### src/rtl/npu_pkg.sv
// Shared NPU definitions: default array geometry and the operand-feeder FSM state type.
package npu_pkg;

  localparam int DEF_DATA_WIDTH = 16;
  localparam int DEF_N          = 4;
  localparam int DEF_K_MAX      = 255;

  typedef enum logic [1:0] {
    ST_IDLE   = 2'd0,
    ST_STREAM = 2'd1,
    ST_FLUSH  = 2'd2,
    ST_DONE   = 2'd3
  } feeder_state_t;

endpackage

### src/rtl/skew_delay_line.sv
// Fixed-depth shift register carrying {valid, data}; the per-lane building block of the skew.
module skew_delay_line #(
  parameter int WIDTH = 16,
  parameter int DEPTH = 1
) (
  input  logic           clk,
  input  logic           rst,
  input  logic [WIDTH:0] din,
  output logic [WIDTH:0] dout
);

  logic [WIDTH:0] stage [DEPTH];

  // Shift one stage per cycle; every stage clears on reset so no stale beat leaks out.
  always_ff @(posedge clk or posedge rst) begin
    if (rst) begin
      // NOTE: this is a short shift chain, not a RAM, so every entry is reset; an aborted tile must not reappear.
      for (int k = 0; k < DEPTH; k++) stage[k] <= '0;
    end else begin
      stage[0] <= din;
      for (int k = 1; k < DEPTH; k++) stage[k] <= stage[k-1];
    end
  end

  assign dout = stage[DEPTH-1];

endmodule

### src/rtl/skew_feeder.sv
// Systolic-array operand feeder: accepts A/B vectors per beat and skews lane i by i+1 cycles.
module skew_feeder
  import npu_pkg::*;
#(
  parameter int DATA_WIDTH = DEF_DATA_WIDTH,
  parameter int N          = DEF_N,
  parameter int K_MAX      = DEF_K_MAX
) (
  input  logic                         clk,
  input  logic                         rst,
  input  logic                         in_valid,
  output logic                         in_ready,
  input  logic [N*DATA_WIDTH-1:0]      in_a,
  input  logic [N*DATA_WIDTH-1:0]      in_b,
  input  logic                         in_last,
  output logic [N*DATA_WIDTH-1:0]      a_row,
  output logic [N*DATA_WIDTH-1:0]      b_col,
  output logic [N-1:0]                 lane_valid,
  output logic                         busy,
  output logic                         done,
  output logic [$clog2(K_MAX+1)-1:0]   beat_count,
  output logic                         overflow
);

  localparam int BW = $clog2(K_MAX + 1);
  localparam int CW = (N > 1) ? $clog2(N) : 1;
  localparam logic [CW-1:0] FLUSH_LOAD = CW'(N - 1);
  localparam logic [BW-1:0] COUNT_MAX  = BW'(K_MAX);

  feeder_state_t state, state_nxt;
  logic [CW-1:0] flush_cnt;
  logic          accept;

  assign in_ready = (state == ST_IDLE) || (state == ST_STREAM);
  assign accept   = in_valid && in_ready;
  assign busy     = (state != ST_IDLE);
  assign done     = (state == ST_DONE);

  // Next-state logic: FLUSH lasts N cycles so the deepest lane drains before done.
  always_comb begin
    // NOTE: default first so every path assigns state_nxt and no latch is inferred.
    state_nxt = state;
    unique case (state)
      ST_IDLE:   if (accept) state_nxt = in_last ? ST_FLUSH : ST_STREAM;
      ST_STREAM: if (accept && in_last) state_nxt = ST_FLUSH;
      ST_FLUSH:  if (flush_cnt == '0) state_nxt = ST_DONE;
      ST_DONE:   state_nxt = ST_IDLE;
      default:   state_nxt = ST_IDLE;
    endcase
  end

  // State register and flush down-counter (loaded with N-1 on FLUSH entry).
  always_ff @(posedge clk or posedge rst) begin
    if (rst) begin
      state     <= ST_IDLE;
      flush_cnt <= '0;
    end else begin
      // NOTE: non-blocking so every register samples pre-edge values regardless of statement order.
      state <= state_nxt;
      if (state != ST_FLUSH && state_nxt == ST_FLUSH) flush_cnt <= FLUSH_LOAD;
      else if (state == ST_FLUSH)                     flush_cnt <= flush_cnt - CW'(1);
    end
  end

  // Beat counter and sticky overflow; both restart on the first beat of a new tile.
  always_ff @(posedge clk or posedge rst) begin
    if (rst) begin
      beat_count <= '0;
      overflow   <= 1'b0;
    end else if (accept) begin
      if (state == ST_IDLE) begin
        beat_count <= BW'(1);
        overflow   <= 1'b0;
      end else if (beat_count == COUNT_MAX) begin
        overflow   <= 1'b1;
      end else begin
        beat_count <= beat_count + BW'(1);
      end
    end
  end

  // One delay line per lane per operand; lane i is i+1 registers deep, bubbles enter as zeros.
  for (genvar i = 0; i < N; i++) begin : g_lane
    logic [DATA_WIDTH:0] a_in, b_in, a_out, b_out;

    assign a_in = accept ? {1'b1, in_a[i*DATA_WIDTH +: DATA_WIDTH]} : '0;
    assign b_in = accept ? {1'b1, in_b[i*DATA_WIDTH +: DATA_WIDTH]} : '0;

    skew_delay_line #(.WIDTH(DATA_WIDTH), .DEPTH(i + 1)) u_dl_a (
      .clk  (clk),
      .rst  (rst),
      .din  (a_in),
      .dout (a_out)
    );

    skew_delay_line #(.WIDTH(DATA_WIDTH), .DEPTH(i + 1)) u_dl_b (
      .clk  (clk),
      .rst  (rst),
      .din  (b_in),
      .dout (b_out)
    );

    assign a_row[i*DATA_WIDTH +: DATA_WIDTH] = a_out[DATA_WIDTH-1:0];
    assign b_col[i*DATA_WIDTH +: DATA_WIDTH] = b_out[DATA_WIDTH-1:0];
    assign lane_valid[i] = a_out[DATA_WIDTH] & b_out[DATA_WIDTH];
  end

endmodule

### config.mk
export PLATFORM = sky130hd
export DESIGN_NAME = skew_feeder
export DESIGN_NICKNAME = d
export VERILOG_FILES = /design/src/rtl/npu_pkg.sv /design/src/rtl/skew_delay_line.sv /design/src/rtl/skew_feeder.sv
export SDC_FILE = /design/constraint.sdc
export NUM_CORES = 1
export LEC_CHECK = 0
export CAP_MARGIN = 20
export CORE_MARGIN = 3
export CORE_UTILIZATION = 45
export CTS_BUF_LIST = sky130_fd_sc_hd__clkbuf_8
export DETAILED_ROUTE_END_ITERATION = 16
export HOLD_SLACK_MARGIN = 0.12
export PLACE_DENSITY = 0.72
export SKIP_CTS_REPAIR_TIMING = 1
export SYNTH_ARGS = -nofsm -noshare
export SYNTH_HDL_FRONTEND = slang
export SYNTH_SLANG_ARGS = --single-unit
### constraint.sdc
create_clock -name clk -period 17.7 [get_ports clk]
set_clock_uncertainty 0.05 [all_clocks]
set_input_delay 5.31 -clock clk [delete_from_list [all_inputs] [get_ports clk]]
set_output_delay 5.31 -clock clk [all_outputs]
set_load 0.1 [all_outputs]
==> run metrics <==
WHS=290 ps; grt ovf=0; H-tree Lvls=2; #FFs+latches synth=337; PwrDens=156 nW/µm²; RD Place Congestion=0.771; Area contributors post-synth=dfrtp_1 (81%), and2_1 (7.8%), buf_4 (7.2%); Synth Instances=634; cells along the critical path=or2_4, clkdlybuf4s50_1; first-pass GRT wire length=26800 µm; CP required=12340 ps; Setup crit end kind=output port; share of cells above drive strength 1=0.0917; status=finished clean; Post-Syn Nets=768; TritonCTS Buffers=51; unrepaired setup endpoints after global routing=no; Unique masters post-synth=31; largest vdd supply drop=0.0000898 V; die area=25000 µm²; register area share after synthesis=0.810; drt drc=0; EDFF count, synth=0; Crit path arrival time=2330 ps; # fillers=1708; most common cell in the netlist=dfrtp_1; # IOs=276; fin nets=986; path type of the worst setup path=reg2out; Final ANT Viol Nets=0; Port Buf Inserts=275; clk_lat worst skew=530 ps; ys flop type=dfrtp_1; startpoint types=flip-flop; initial antenna violation count=0; pre-CTS setup slack=9310 ps; Worst-path clk slew=60 ps; vias in the first global route=5130; FP Rows=55; slew margin rel.=0.302; final period utilization=0.434; Mean Syn Cell Area=16.4 µm²; yosys warns=0; largest net degree at the start of global routing=136; wire per inst=14.9 µm; Max-cap violations=0; total wire length=17400 µm; Cell Area, Synth=10400 µm²; Final setup viols=0; Vias/cell=4.26; HPWL Detailed=11600 µm; area delta synth->final=31.7%; Max Freq=0.130 GHz; Clock Path Buffers=3; CP max stage delay=1150 ps; overall power=2140 µW; DRT iter0 DRCs=138; crit-path leading delay family=buffers and inverters; Die Wd=158 µm; Worst Tran Pin Value=1040 ps; Initial Util=0.458; Sink Count=337; TNS Setup=0 ps; Worst Path Max Fanout=6; final hold viol count=0; ys async rst share=1.00; Die Span Y=158 µm; Pleak=0.00662 µW; diode count=0; core area=22700 µm²; via count=4979; Final min period=7690 ps; Pins Over Slew Limit=0; WP buf/inv=1; Synth top area share=0.810; worst hold path class=reg2reg; synth cell count leaders=dfrtp_1 (337), and2_1 (129), buf_4 (100), clkbuf_1 (12), nor2_1 (8); largest area contributor in the netlist=dfrtp_1; critical path's slowest cell=clkdlybuf4s50_1; Worst Slack Setup Final=10010 ps; gr usage total=0.138; CTS tree=built; CTS Root Cell=clkbuf_8; drt pass-1 iters=4
## routing by layer
| metal | wire (µm) | track usage | share of wire | up-vias |
|---|---|---|---|---|
| met5 | 0 | 0 | 0 | - |
| met4 | 350 | 0.0483 | 0.020 | 0 |
| met3 | 1400 | 0.0514 | 0.080 | 34 |
| met2 | 9180 | 0.236 | 0.53 | 176 |
| met1 | 6490 | 0.161 | 0.37 | 2481 |
| li1 | - | - | - | 2288 |
## registers in the layout (all words and copies together), names as in the netlist
register             flops
g_lane.u_dl_a.dout      68
overflow                 1
beat_count               8
state                    2
g_lane.u_dl_b.stage     96
g_lane.u_dl_a.stage     96
flush_cnt                2
g_lane.u_dl_b.dout      64
## logic make-up after synthesis
group	count (synthesis)	synth area share
adders and majority gates	2	0.00240
DFF	337	0.810
xor gates and xnor gates	5	0.00421
and+or+nand+nor	154	0.0930
muxes	1	0.00108
buffers and inverters	121	0.0804
AOI/OAI and AO/OA	14	0.00877
## path summary, 6_finish.rpt
check | slack [ps] | to | start | cells past startpoint
setup / recovery | 10010 | busy | state[0]$_DFF_PP0_ | 2
hold / removal | 290 | g_lane[3].u_dl_a.stage[34]$_DFF_PP0_ | g_lane[3].u_dl_a.stage[51]$_DFF_PP0_ | 0
setup reg to reg | 15670 | beat_count[5]$_DFFE_PP0P_ | state[1]$_DFF_PP0_ | 5
hold reg to reg | 290 | g_lane[3].u_dl_a.stage[34]$_DFF_PP0_ | g_lane[3].u_dl_a.stage[51]$_DFF_PP0_ | 0
max in group asynchronous | 10480 | g_lane[2].u_dl_b.dout[3]$_DFF_PP0_ | rst | 5
min in group asynchronous | 5210 | g_lane[3].u_dl_a.dout[16]$_DFF_PP0_ | rst | 2
## cell type report
class / count / area, µm² / area share
Tap cell: 285 / 357 / 0.0260
Multi-Input combinational cell: 176 / 1140 / 0.0831
Clock buffer: 61 / 840 / 0.0612
Clock inverter: 23 / 98.8 / 0.00721
Inverter: 7 / 38.8 / 0.00283
Sequential cell: 337 / 8430 / 0.615
Timing Repair Buffer: 279 / 2800 / 0.204
## stage by stage
step,util,cells,cell area (µm²)
finish,0.604,1168,13700
CTS,0.602,1167,13700
detailed placement,0.561,1083,12700
global placement,0.561,1083,12700
global route,0.604,1168,13700
floorplan,-,634,10400
## placed cells by master (no fill, tap or decap)
cell type,netlist,routed
dfrtp_1,337,337
clkdlybuf4s50_1,0,275
and2_1,129,129
clkbuf_8,0,61
inv_1,6,23
nor2_1,8,8
nand2_1,5,5
o21ai_0,4,4
xor2_1,4,4
o211ai_1,3,3
clkinv_2,0,3
buf_4,100,3
clkinv_4,1,2
nand4_2,2,2
and3_1,2,2
a21oi_1,2,2
ha_1,2,2
nand2b_4,1,1
and2b_2,1,1
a21o_1,1,1
or2_4,1,1
and2_2,1,1
inv_8,0,1
nor2_4,1,1
o32ai_1,1,1
and4bb_1,1,1
xnor2_1,1,1
o21ai_2,1,1
mux2_2,1,1
nand3_1,1,1
or4_1,1,1
o21ai_1,1,1
o2111ai_1,1,1
clkinvlp_4,0,1
buf_16,0,1
## report_power, final
part / total, µW / switching [µW] / internal, µW
clock network: 571 / 262 / 309
registers: 926 / 36.9 / 890
logic: 643 / 494 / 149
total: 2140 / 793 / 1350
(Power assumes the default switching activity.)
